===== src/rtl/muldiv_unit_if.sv =====
// -----------------------------------------------------------------------------
// muldiv_unit_if
//   Request / response bundle between the execute stage and the iterative
//   multiply/divide unit. Signal suffixes are as seen from the unit (slave).
//
//   opr_a_i     rs1 operand / dividend
//   opr_b_i     rs2 operand / divisor
//   md_valid_i  request valid
//   md_func_i   op select (MUL, MULH, MULHSU, MULHU, DIV, DIVU, REM, REMU)
//   word_op_i   W-form request (low 32 bits, sign-extended result)
//   md_ready_o  unit can accept a request
//   flush_i     kill any accepted or in-flight op
//   res_ready_i consumer accepts the result
//   valid_res_o result valid
//   md_res_o    result
// -----------------------------------------------------------------------------
interface muldiv_unit_if #(
    parameter int XLEN = 64
);
    logic [XLEN-1:0] opr_a_i;
    logic [XLEN-1:0] opr_b_i;
    logic            md_valid_i;
    logic [2:0]      md_func_i;
    logic            word_op_i;
    logic            md_ready_o;
    logic            flush_i;
    logic            res_ready_i;
    logic            valid_res_o;
    logic [XLEN-1:0] md_res_o;

    modport master (
        output opr_a_i, opr_b_i, md_valid_i, md_func_i, word_op_i,
        output flush_i, res_ready_i,
        input  md_ready_o, valid_res_o, md_res_o
    );

    modport slave (
        input  opr_a_i, opr_b_i, md_valid_i, md_func_i, word_op_i,
        input  flush_i, res_ready_i,
        output md_ready_o, valid_res_o, md_res_o
    );
endinterface


===== src/rtl/muldiv_unit.sv =====
// -----------------------------------------------------------------------------
// muldiv_unit
//   Iterative RV64M/RV32M multiply/divide unit for the execute stage.
//   Multiplies by MSB-first shift-add on operand magnitudes, divides by
//   restoring division on magnitudes, then applies sign correction.
//   BITS_PER_CYCLE multiplier/dividend bits are retired per cycle.
//   Divide-by-zero, signed overflow and the unencodable MULH*W forms
//   complete in a single cycle without entering BUSY.
//
//   Ports:
//     clk_i   clock, all state updates on the rising edge
//     rst_i   synchronous active-high reset
//     md      muldiv_unit_if.slave request/response bundle
// -----------------------------------------------------------------------------
module muldiv_unit #(
    parameter int XLEN           = 64,
    parameter int BITS_PER_CYCLE = 1
) (
    input  logic         clk_i,
    input  logic         rst_i,
    muldiv_unit_if.slave md
);

    localparam int CNT_FULL = XLEN / BITS_PER_CYCLE;
    localparam int CNT_WORD = 32 / BITS_PER_CYCLE;
    localparam int CNT_W    = $clog2(CNT_FULL + 1);
    localparam int SHW      = XLEN - 32;

    localparam logic [XLEN-1:0] MIN_FULL = {1'b1, {(XLEN-1){1'b0}}};
    localparam logic [XLEN-1:0] MIN_WORD = ~(XLEN'(32'h7FFF_FFFF));

    localparam logic [2:0] F_MULH   = 3'b001;
    localparam logic [2:0] F_MULHSU = 3'b010;
    localparam logic [2:0] F_DIV    = 3'b100;
    localparam logic [2:0] F_REM    = 3'b110;

    typedef enum logic [1:0] {S_IDLE, S_BUSY, S_DONE} state_e;

    // Sign-extend a 32-bit value to XLEN.
    function automatic logic [XLEN-1:0] sext32(input logic [31:0] v);
        logic [XLEN-1:0] r;
        r = XLEN'(v);
        if (v[31]) begin
            r = r | ~(XLEN'(32'hFFFF_FFFF));
        end
        return r;
    endfunction

    // Operand as seen by the op: full width, or low word sign/zero-extended.
    function automatic logic [XLEN-1:0] ext_op(input logic [XLEN-1:0] v,
                                               input logic            word,
                                               input logic            sgn);
        logic [XLEN-1:0] r;
        r = v;
        if (word) begin
            r = sgn ? sext32(v[31:0]) : XLEN'(v[31:0]);
        end
        return r;
    endfunction

    // W-form results are always sign-extended from bit 31, unsigned ops too.
    function automatic logic [XLEN-1:0] fmt_res(input logic [XLEN-1:0] r,
                                                input logic            word);
        return word ? sext32(r[31:0]) : r;
    endfunction

    state_e state_q, state_d;

    logic [CNT_W-1:0]  cnt_q,  cnt_d;
    logic [2*XLEN-1:0] acc_q,  acc_d;   // product (mul) / remainder in low half (div)
    logic [XLEN-1:0]   sh_q,   sh_d;    // multiplier (mul) / dividend -> quotient (div)
    logic [XLEN-1:0]   m_q,    m_d;     // multiplicand (mul) / divisor (div)
    logic [2:0]        func_q, func_d;
    logic              word_q, word_d;
    logic              neg_q,  neg_d;   // selected result needs negation
    logic [XLEN-1:0]   res_q,  res_d;

    // ------------------------------------------------------------------
    // Request decode and single-cycle special cases
    // ------------------------------------------------------------------
    logic [2:0]      f;
    logic            word_eff, is_div, a_sgn, b_sgn, a_neg, b_neg;
    logic [XLEN-1:0] a_op, b_op, a_mag, b_mag, spec_res;
    logic            div_zero, div_ovf, mulh_w, special, accept;

    always_comb begin
        f        = md.md_func_i;
        word_eff = (XLEN > 32) ? md.word_op_i : 1'b0;
        is_div   = f[2];
        a_sgn    = (f == F_MULH) || (f == F_MULHSU) || (f == F_DIV) || (f == F_REM);
        b_sgn    = (f == F_MULH) || (f == F_DIV) || (f == F_REM);
        a_op     = ext_op(md.opr_a_i, word_eff, a_sgn);
        b_op     = ext_op(md.opr_b_i, word_eff, b_sgn);
        a_neg    = a_sgn & a_op[XLEN-1];
        b_neg    = b_sgn & b_op[XLEN-1];
        a_mag    = a_neg ? -a_op : a_op;
        b_mag    = b_neg ? -b_op : b_op;

        div_zero = is_div && (b_op == '0);
        // Only signed DIV/REM (func[0]==0) can overflow.
        div_ovf  = is_div && !f[0] && !div_zero &&
                   (a_op == (word_eff ? MIN_WORD : MIN_FULL)) && (b_op == '1);
        mulh_w   = !is_div && word_eff && (f[1:0] != 2'b00);
        special  = div_zero || div_ovf || mulh_w;

        spec_res = '0;
        if (div_zero) begin
            spec_res = f[1] ? a_op : '1;
        end else if (div_ovf) begin
            spec_res = f[1] ? '0 : a_op;
        end
        spec_res = fmt_res(spec_res, word_eff);

        accept = (state_q == S_IDLE) && md.md_valid_i && !md.flush_i;
    end

    // ------------------------------------------------------------------
    // One BUSY iteration: BITS_PER_CYCLE steps of shift-add or restoring
    // division, plus the sign-corrected result used on the last one.
    // ------------------------------------------------------------------
    logic [2*XLEN-1:0] p_nx, prod, acc_it;
    logic [XLEN:0]     r_wide;
    logic [XLEN-1:0]   r_nx, s_nx, quo, rem, sel, fin_res;
    logic              qb;

    always_comb begin
        p_nx   = acc_q;
        r_nx   = acc_q[XLEN-1:0];
        s_nx   = sh_q;
        r_wide = '0;
        qb     = 1'b0;
        for (int i = 0; i < BITS_PER_CYCLE; i++) begin
            if (func_q[2]) begin
                r_wide = {r_nx, s_nx[XLEN-1]};
                qb     = (r_wide >= {1'b0, m_q});
                if (qb) begin
                    r_wide = r_wide - {1'b0, m_q};
                end
                r_nx = r_wide[XLEN-1:0];
                s_nx = {s_nx[XLEN-2:0], qb};
            end else begin
                p_nx = {p_nx[2*XLEN-2:0], 1'b0} +
                       (s_nx[XLEN-1] ? {{XLEN{1'b0}}, m_q} : {(2*XLEN){1'b0}});
                s_nx = {s_nx[XLEN-2:0], 1'b0};
            end
        end
        acc_it = func_q[2] ? {{XLEN{1'b0}}, r_nx} : p_nx;

        prod = neg_q ? -p_nx : p_nx;
        quo  = neg_q ? -s_nx : s_nx;
        rem  = neg_q ? -r_nx : r_nx;
        if (func_q[2]) begin
            sel = func_q[1] ? rem : quo;
        end else begin
            sel = (func_q[1:0] == 2'b00) ? prod[XLEN-1:0] : prod[2*XLEN-1:XLEN];
        end
        fin_res = fmt_res(sel, word_q);
    end

    // ------------------------------------------------------------------
    // FSM: state register
    // ------------------------------------------------------------------
    always_ff @(posedge clk_i) begin
        if (rst_i) begin
            state_q <= S_IDLE;
        end else begin
            state_q <= state_d;
        end
    end

    // FSM: next state. Flush beats res_ready and the iteration count.
    always_comb begin
        state_d = state_q;
        unique case (state_q)
            S_IDLE: begin
                if (accept) begin
                    state_d = special ? S_DONE : S_BUSY;
                end
            end
            S_BUSY: begin
                if (md.flush_i) begin
                    state_d = S_IDLE;
                end else if (cnt_q == CNT_W'(1)) begin
                    state_d = S_DONE;
                end
            end
            S_DONE: begin
                if (md.flush_i || md.res_ready_i) begin
                    state_d = S_IDLE;
                end
            end
            default: state_d = S_IDLE;
        endcase
    end

    // FSM: outputs. Valid is masked by flush in the same cycle.
    always_comb begin
        md.md_ready_o  = (state_q == S_IDLE) && !rst_i;
        md.valid_res_o = (state_q == S_DONE) && !md.flush_i && !rst_i;
    end

    assign md.md_res_o = res_q;

    // ------------------------------------------------------------------
    // Datapath next state
    // ------------------------------------------------------------------
    always_comb begin
        cnt_d  = cnt_q;
        acc_d  = acc_q;
        sh_d   = sh_q;
        m_d    = m_q;
        func_d = func_q;
        word_d = word_q;
        neg_d  = neg_q;
        res_d  = res_q;
        if (accept) begin
            func_d = f;
            word_d = word_eff;
            // Remainder follows the dividend; everything else follows a^b.
            neg_d  = (is_div && f[1]) ? a_neg : (a_neg ^ b_neg);
            cnt_d  = word_eff ? CNT_W'(CNT_WORD) : CNT_W'(CNT_FULL);
            acc_d  = '0;
            // Word operands are pre-aligned to the top so that the MSB-first
            // loop finishes after 32 bits with the result already in place.
            if (is_div) begin
                sh_d = word_eff ? (a_mag << SHW) : a_mag;
                m_d  = b_mag;
            end else begin
                sh_d = word_eff ? (b_mag << SHW) : b_mag;
                m_d  = a_mag;
            end
            if (special) begin
                res_d = spec_res;
            end
        end else if (state_q == S_BUSY) begin
            cnt_d = cnt_q - CNT_W'(1);
            acc_d = acc_it;
            sh_d  = s_nx;
            if (cnt_q == CNT_W'(1)) begin
                res_d = fin_res;
            end
        end
    end

    always_ff @(posedge clk_i) begin
        if (rst_i) begin
            cnt_q  <= '0;
            acc_q  <= '0;
            sh_q   <= '0;
            m_q    <= '0;
            func_q <= '0;
            word_q <= 1'b0;
            neg_q  <= 1'b0;
            res_q  <= '0;
        end else begin
            cnt_q  <= cnt_d;
            acc_q  <= acc_d;
            sh_q   <= sh_d;
            m_q    <= m_d;
            func_q <= func_d;
            word_q <= word_d;
            neg_q  <= neg_d;
            res_q  <= res_d;
        end
    end

endmodule


===== src/flat_wrapper.sv =====
// flat-port wrapper written by rule: the top's interface ports become plain ports
module muldiv_unit_flat 
#(
    parameter int XLEN           = 64,
    parameter int BITS_PER_CYCLE = 1
)
  (clk_i, rst_i, md_opr_a_i, md_opr_b_i, md_md_valid_i, md_md_func_i, md_word_op_i, md_flush_i, md_res_ready_i, md_md_ready_o, md_valid_res_o, md_md_res_o);
  muldiv_unit_if #(.XLEN(XLEN)) md_i ();
  input  logic clk_i;
  input  logic rst_i;
  input wire logic [$bits(md_i.opr_a_i)-1:0] md_opr_a_i;
  input wire logic [$bits(md_i.opr_b_i)-1:0] md_opr_b_i;
  input wire logic [$bits(md_i.md_valid_i)-1:0] md_md_valid_i;
  input wire logic [$bits(md_i.md_func_i)-1:0] md_md_func_i;
  input wire logic [$bits(md_i.word_op_i)-1:0] md_word_op_i;
  input wire logic [$bits(md_i.flush_i)-1:0] md_flush_i;
  input wire logic [$bits(md_i.res_ready_i)-1:0] md_res_ready_i;
  output wire logic [$bits(md_i.md_ready_o)-1:0] md_md_ready_o;
  output wire logic [$bits(md_i.valid_res_o)-1:0] md_valid_res_o;
  output wire logic [$bits(md_i.md_res_o)-1:0] md_md_res_o;
  assign md_i.opr_a_i = md_opr_a_i;
  assign md_i.opr_b_i = md_opr_b_i;
  assign md_i.md_valid_i = md_md_valid_i;
  assign md_i.md_func_i = md_md_func_i;
  assign md_i.word_op_i = md_word_op_i;
  assign md_i.flush_i = md_flush_i;
  assign md_i.res_ready_i = md_res_ready_i;
  assign md_md_ready_o = md_i.md_ready_o;
  assign md_valid_res_o = md_i.valid_res_o;
  assign md_md_res_o = md_i.md_res_o;
  muldiv_unit #(.XLEN(XLEN), .BITS_PER_CYCLE(BITS_PER_CYCLE)) u_core (.clk_i(clk_i), .rst_i(rst_i), .md(md_i));
endmodule

===== config.mk =====
export PLATFORM = sky130hd
export DESIGN_NAME = muldiv_unit_flat
export DESIGN_NICKNAME = d
export VERILOG_FILES = /design/src/rtl/muldiv_unit_if.sv /design/src/rtl/muldiv_unit.sv /design/src/flat_wrapper.sv
export SDC_FILE = /design/constraint.sdc
export NUM_CORES = 2
export LEC_CHECK = 0
export CAP_MARGIN = 40
export CORE_MARGIN = 2
export CORE_UTILIZATION = 35
export CTS_CLUSTER_SIZE = 25
export DETAILED_ROUTE_END_ITERATION = 16
export GPL_ROUTABILITY_DRIVEN = 0
export PLACE_DENSITY_LB_ADDON = 0.12
export SYNTH_ARGS = -nofsm -noshare
export SYNTH_HDL_FRONTEND = slang
export SYNTH_SLANG_ARGS = --single-unit
export TNS_END_PERCENT = 30

===== constraint.sdc =====
create_clock -name clk_i -period 6.78 [get_ports clk_i]
set_input_delay 1.017 -clock clk_i [delete_from_list [all_inputs] [get_ports clk_i]]
set_output_delay 1.017 -clock clk_i [all_outputs]
set_load 0.05 [all_outputs]

Word level (Yosys, flattened, before mapping). Cells that the tools add are included.

Bits of input ports: 137. Output and inout port bits: 66. Bits in registers: 334. Word-level logic and storage cells: 118.

Magnitude comparators: 1. Add/sub/neg operators: 8. Bitwise operators: 3. Eq/ne operators: 13. Reduce and logical (&&, ||, !) cells: 35. Mux-type cells: 49.

Operators with widths (count): 2-to-1 mux 64 bit (34); 2-to-1 mux 128 bit (3); negator 64 bit (4); adder 128 x 64 -> 128 bit (1); negator 128 bit (1); greater-or-equal comparator 65 x 64 -> 1 bit (1); equality test 64 bit (1); equality test 64 bit (second input constant) (1); zero test 64 bit (1); subtractor 64 bit (1); 2-to-1 mux 63 bit (1); 2-to-1 mux 7 bit (3); logical AND 1 bit (13); 2-to-1 mux 2 bit (5); logical OR 1 bit (8); equality test 7 x 1 -> 1 bit (second input constant) (1); subtractor 7 x 1 -> 7 bit (second input constant) (1); equality test 3 bit (second input constant) (2); inequality test 2 x 1 -> 1 bit (second input constant) (3); case mux 2 bit (3 select lines) (1); AND reduction 3 bit (2); nonzero test 2 bit (3); zero test 1 bit (5); zero test 2 bit (2); 9 further kinds (11).

Logic depth before layout (Yosys ltp).
Word-level depth: 17. Depth in mapped cells: 28. Depth with buffers taken out: 25.

Worst setup path before layout. Ideal clock, no wire load.

Kind: flip-flop to flip-flop. Start: reg u_core.sh_q[63]. End: reg u_core.res_q[62] (netlist: u_core.md.md_res_o[62]). Data required time: 6.688 ns. Stages on the path, launching flop included: 29. Setup slack: 0.845 ns. Data arrival time: 5.843 ns. Clock period less this slack: 5.935 ns. Path buffers: 8. Library setup time: 0.092 ns. Cells stage by stage: dfxtp_1 -> inv_2 -> buf_1 -> ha_1 -> nor2b_1 -> o2111ai_1 -> and4_1 -> buf_4 -> nor3_4 -> o311ai_2 -> nand3_2 -> buf_2 -> buf_2 -> buf_1 -> buf_1 -> buf_1 -> nand2_1 -> o211ai_1 -> a21boi_0 -> ha_1 -> nand3_1 -> nor3_2 -> nand4_1 -> or3_1 -> clkbuf_1 -> or2_2 -> o311ai_1 -> a21oi_1 -> o32ai_1.

Cells in the longest elaborated chain, start to end: 12. Elaborated cells between the ends (all ways): 22. Classes of those cells: 5 x add/sub; 1 x order compare; 16 x mux.

RTL lines: start: declaration (RTL line muldiv_unit.sv:71) `logic [XLEN-1:0] sh_q, sh_d;`; start signal: assignment (RTL line muldiv_unit.sv:249) `sh_q <= '0;`; start signal: assignment (RTL line muldiv_unit.sv:258) `sh_q <= sh_d;`; 2-to-1 mux 64 bit, or another cell as far along (RTL line muldiv_unit.sv:143) `(s_nx[XLEN-1] ? {{XLEN{1'b0}}, m_q} : {(2*XLEN){1'b0}});`; adder 128 x 64 -> 128 bit / 2-to-1 mux 64 bit (equally long branches) (RTL line muldiv_unit.sv:142, muldiv_unit.sv:136); 2-to-1 mux 128 bit / 2-to-1 mux 64 bit (equally long branches) (RTL line muldiv_unit.sv:133) `if (func_q[2]) begin`; negator 128 bit / negator 64 bit (equally long branches) (RTL line muldiv_unit.sv:149, muldiv_unit.sv:151); 2-to-1 mux 128 bit / 2-to-1 mux 64 bit (equally long branches) (RTL line muldiv_unit.sv:149, muldiv_unit.sv:151); 2-to-1 mux 64 bit (on tied branches) (RTL line muldiv_unit.sv:155, muldiv_unit.sv:153); 2-to-1 mux 64 bit (*) (RTL line muldiv_unit.sv:152) `if (func_q[2]) begin`; 2-to-1 mux 64 bit (RTL line muldiv_unit.sv:43) `if (v[31]) begin`; 2-to-1 mux 64 bit (*) (RTL line muldiv_unit.sv:64) `return word ? sext32(r[31:0]) : r;`; 2-to-1 mux 64 bit (*) (RTL line muldiv_unit.sv:239) `if (cnt_q == CNT_W'(1)) begin`; 2-to-1 mux 64 bit (*) (RTL line muldiv_unit.sv:235) `end else if (state_q == S_BUSY) begin`; 2-to-1 mux 64 bit (*) (RTL line muldiv_unit.sv:216) `if (accept) begin`; end signal: assignment (RTL line muldiv_unit.sv:263) `res_q <= res_d;`; end: declaration (RTL line muldiv_unit.sv:76) `logic [XLEN-1:0] res_q, res_d;`.

Mark *: on every way between the ends. The rest lies on a longest branch, timed or not. The select of a mux whose other input is x is not followed. A chain may end at the register's enable or synchronous reset.

Worst setup path in the final report.
Start: reg u_core.sh_q[63]. End: reg u_core.res_q[60] (netlist: u_core.md.md_res_o[60]).

The elaborated chain is that of the path after synthesis.

==> metrics <==
clock power share=30.7%; hold path depth=2; share of cells above drive strength 1=10.6%; fin crit share=99.3%; DR pass1 iterations=8; multi-input logic area=0.0356 mm²; Seq/Total Area, Yosys=15.0%; Setup TNS Final=0 ns; Worst Path Max Fanout=35; register area=0.00668 mm²; Worst Tran Pin Value=1.09 ns; Cell Area, Synth=0.0446 mm²; starting density of the core=35.4%; Seq pwr share=22.8%; flop2flop setup slack=0.05 ns; cell accounting for the most synthesized area=dfxtp_1; Critical Path AT=7.32 ns; # rows=130; Mapped Avg Cell Area=6.62 µm²; total CTS buffers=49; Yosys cell types=133; first-pass GRT wire length=382 mm; count of input and output buffers=202; Clock transition at path regs=0.06 ns; Detailed Route WL=273 mm; antenna violations before repair=13; Overflow after GRT=0; die area=0.130 mm²; iteration-0 DRC count of the detailed router=9254; EDFF count, synth=0; CTS tree=built; Vias per Instance=6.83; H-tree depth=2; DRC=0; slew margin rel.=27.6%; CTS Root Cell=clkbuf_16; Synthesis Warnings=0; Fillers=13300; setup violators final=0; vias in the first global route=52100; sw power=4.40 mW; RSZ-0062 raised after global routing=true; largest net degree at the start of global routing=159; internal power=5.09 mW; dpl ws=0.0435 ns; GR Layer Usage met3=12.9%; antenna-violating nets left=0; crit start category=register; CP Capture Type=register; Fmax=149 MHz; top-area cell type share of the netlist area=15.0%; maxcap violations=0; Die Y=361 µm; die extent in x=361 µm; DR vias=58500; Syn Nets=7008; post-DP HPWL=217 mm; Hold Buf Count CTS=0; Nets=7153; clock sink count=333; top_reg_cell synth=dfxtp_1; CORE AREA=0.126 mm²; GRT met2 Usage=57.2%; outcome=complete, no violations; most used routing layer=met2; clk_lat worst skew=0.71 ns; Worst R2R Path Depth=25; Synth area leaders=dfxtp_1 15%, nor2_1 7.3%, a21oi_1 6.8%, nand2_1 6.4%, o21ai_0 4.9%; Avg WL per Cell=31.9 µm; final hold violation count=0; Slew Viols, Final=0; synth-to-layout area growth=16.0%; Placed Cells=8461; pwr dens=183 mW/mm²; Post-Synthesis Cells=6733; Worst Hold Class=register to register; Seq cells post-synth=333; Comb power frac=46.5%; sw frac=46.3%; clk_skew=0.0604 ns; Async SR Flop Fraction=0%; maximum vdd drop=203 µV; Util after Layout=41.0%; CTS max path bufs=3; total power=9.49 mW; IO Pins=203; LEAKAGE=18.6 nW; Global Route Usage Sum=39.8%; M1 GR Usage=50.5%; required time of the critical path=7.36 ns; Setup CP Type=register to register; Period minus WS final=6.73 ns; Post-Layout Cell Count=8572; final setup margin=0.0461 ns
## repair_timing
item / 4_1_cts / 5_1_grt
setup endpoints to repair: 0 / 48
buffers inserted: 0 / 4
resized for setup: 0 / 67
## cell usage after synthesis, types with 92 or more instances
| cell | number |
|---|---|
| a211oi_1 | 141 |
| nand2_1 | 765 |
| nor2_1 | 868 |
| xnor2_1 | 218 |
| a21oi_1 | 606 |
| nor4_1 | 101 |
| clkbuf_1 | 310 |
| xor2_1 | 166 |
| nor3_1 | 229 |
| ha_1 | 136 |
| o211ai_1 | 128 |
| o21ai_0 | 436 |
| nand3_1 | 194 |
| nand4_1 | 177 |
| o31ai_1 | 92 |
| a31oi_1 | 118 |
| inv_1 | 131 |
| dfxtp_1 | 333 |
## sequential cells by signal, indices dropped and copies added, names as in the netlist
register,flops
u_core.state_q,2
u_core.neg_q,1
u_core.cnt_q,7
u_core.sh_q,64
u_core.acc_q,127
u_core.func_q,3
u_core.md.md_res_o,64
u_core.word_q,1
u_core.m_q,64
## power groups by stage
stage               sequential [mW]  clock [mW]  combinational (mW)
floorplan                      2.20           0                2.39
finish                         2.17        2.91                4.41
global placement               2.20           0                4.07
CTS                            2.16        2.91                4.10
global route                   2.17        2.99                4.52
detailed placement             2.20           0                4.09
## metrics by stage
step | hold slack, ns | instance area, µm²
after floorplan | 0.432 | 44600
after global placement | 0.441 | 49300
after detailed placement | 0.445 | 49500
after CTS | 0.452 | 51300
after global routing | 0.478 | 51700
final | 0.449 | 51700
## critical path: stages, from the launching register on
cell             delay (ns)
dfxtp_1                0.32
inv_2                  0.17
buf_12                 0.23
buf_4                  0.20
nor2_1                 0.06
ha_1                   0.47
nand4_1                0.32
or2_1                  0.35
nor4_1                 0.33
clkdlybuf4s18_2        0.34
a21oi_1                0.09
buf_4                  0.19
xnor2_1                0.21
a21boi_0               0.37
o2111ai_2              0.37
nor4_2                 0.48
buf_4                  0.20
nand3_1                0.11
buf_4                  0.20
o211ai_1               0.17
o31ai_1                0.16
buf_4                  0.22
a2111oi_1              0.56
buf_1                  0.23
buf_4                  0.13
o41ai_1                0.07
## cell usage in the layout, fill, tap and decap left out, types with 50 or more instances in the layout
cell             count
a211oi_1           137
a21o_1              67
a21oi_1            599
a22oi_1             58
a31oi_1            117
and3_1              55
buf_4              367
clkbuf_16           50
clkdlybuf4s50_1    199
dfxtp_1            330
ha_1               134
inv_1              131
mux2i_1             86
nand2_1            765
nand3_1            193
nand4_1            177
nor2_1             860
nor2b_1             58
nor3_1             222
nor4_1              94
o211ai_1           128
o21a_1              69
o21ai_0            428
o31ai_1             92
or3_1               74
xnor2_1            217
xor2_1             165
## final timing paths
path	from	endpoint
worst min-delay path	u_core.m_q[10]	u_core.m_q[10]
worst max-delay path	u_core.sh_q[63]	u_core.md.md_res_o[60]
worst min register to register	u_core.m_q[10]	u_core.m_q[10]
worst max register to register	u_core.sh_q[63]	u_core.md.md_res_o[60]
## per-layer routing
metal  up-vias  share of wire (%)
li1      25500                  -
met1     27600                 38
met2      4500                 40
met3       959                 14
met4        12                8.4
met5         -              0.028
## kinds of logic after synthesis
family	count (synthesis)	share of synthesized area, %
flip-flops	333	15.0
adder cells (fa/ha/maj)	138	3.91
AO/OA/AOI/OAI	2271	33.8
AND/OR/NAND/NOR	2851	30.9
multiplexers	114	2.64
buffers and inverters	641	6.23
XOR/XNOR	385	7.58
## layout make-up
| class | count | share of cell area (%) |
|---|---|---|
| Sequential cell | 333 | 12.9 |
| Tap cell | 1650 | 3.99 |
| Multi-Input combinational cell | 5759 | 68.7 |
| Timing Repair Buffer | 598 | 9.94 |
| Clock inverter | 28 | 0.752 |
| Antenna cell | 5 | 0.0242 |
| Inverter | 137 | 1.01 |
| Clock buffer | 62 | 2.66 |
No activity file was read; power rests on OpenSTA's default activity.
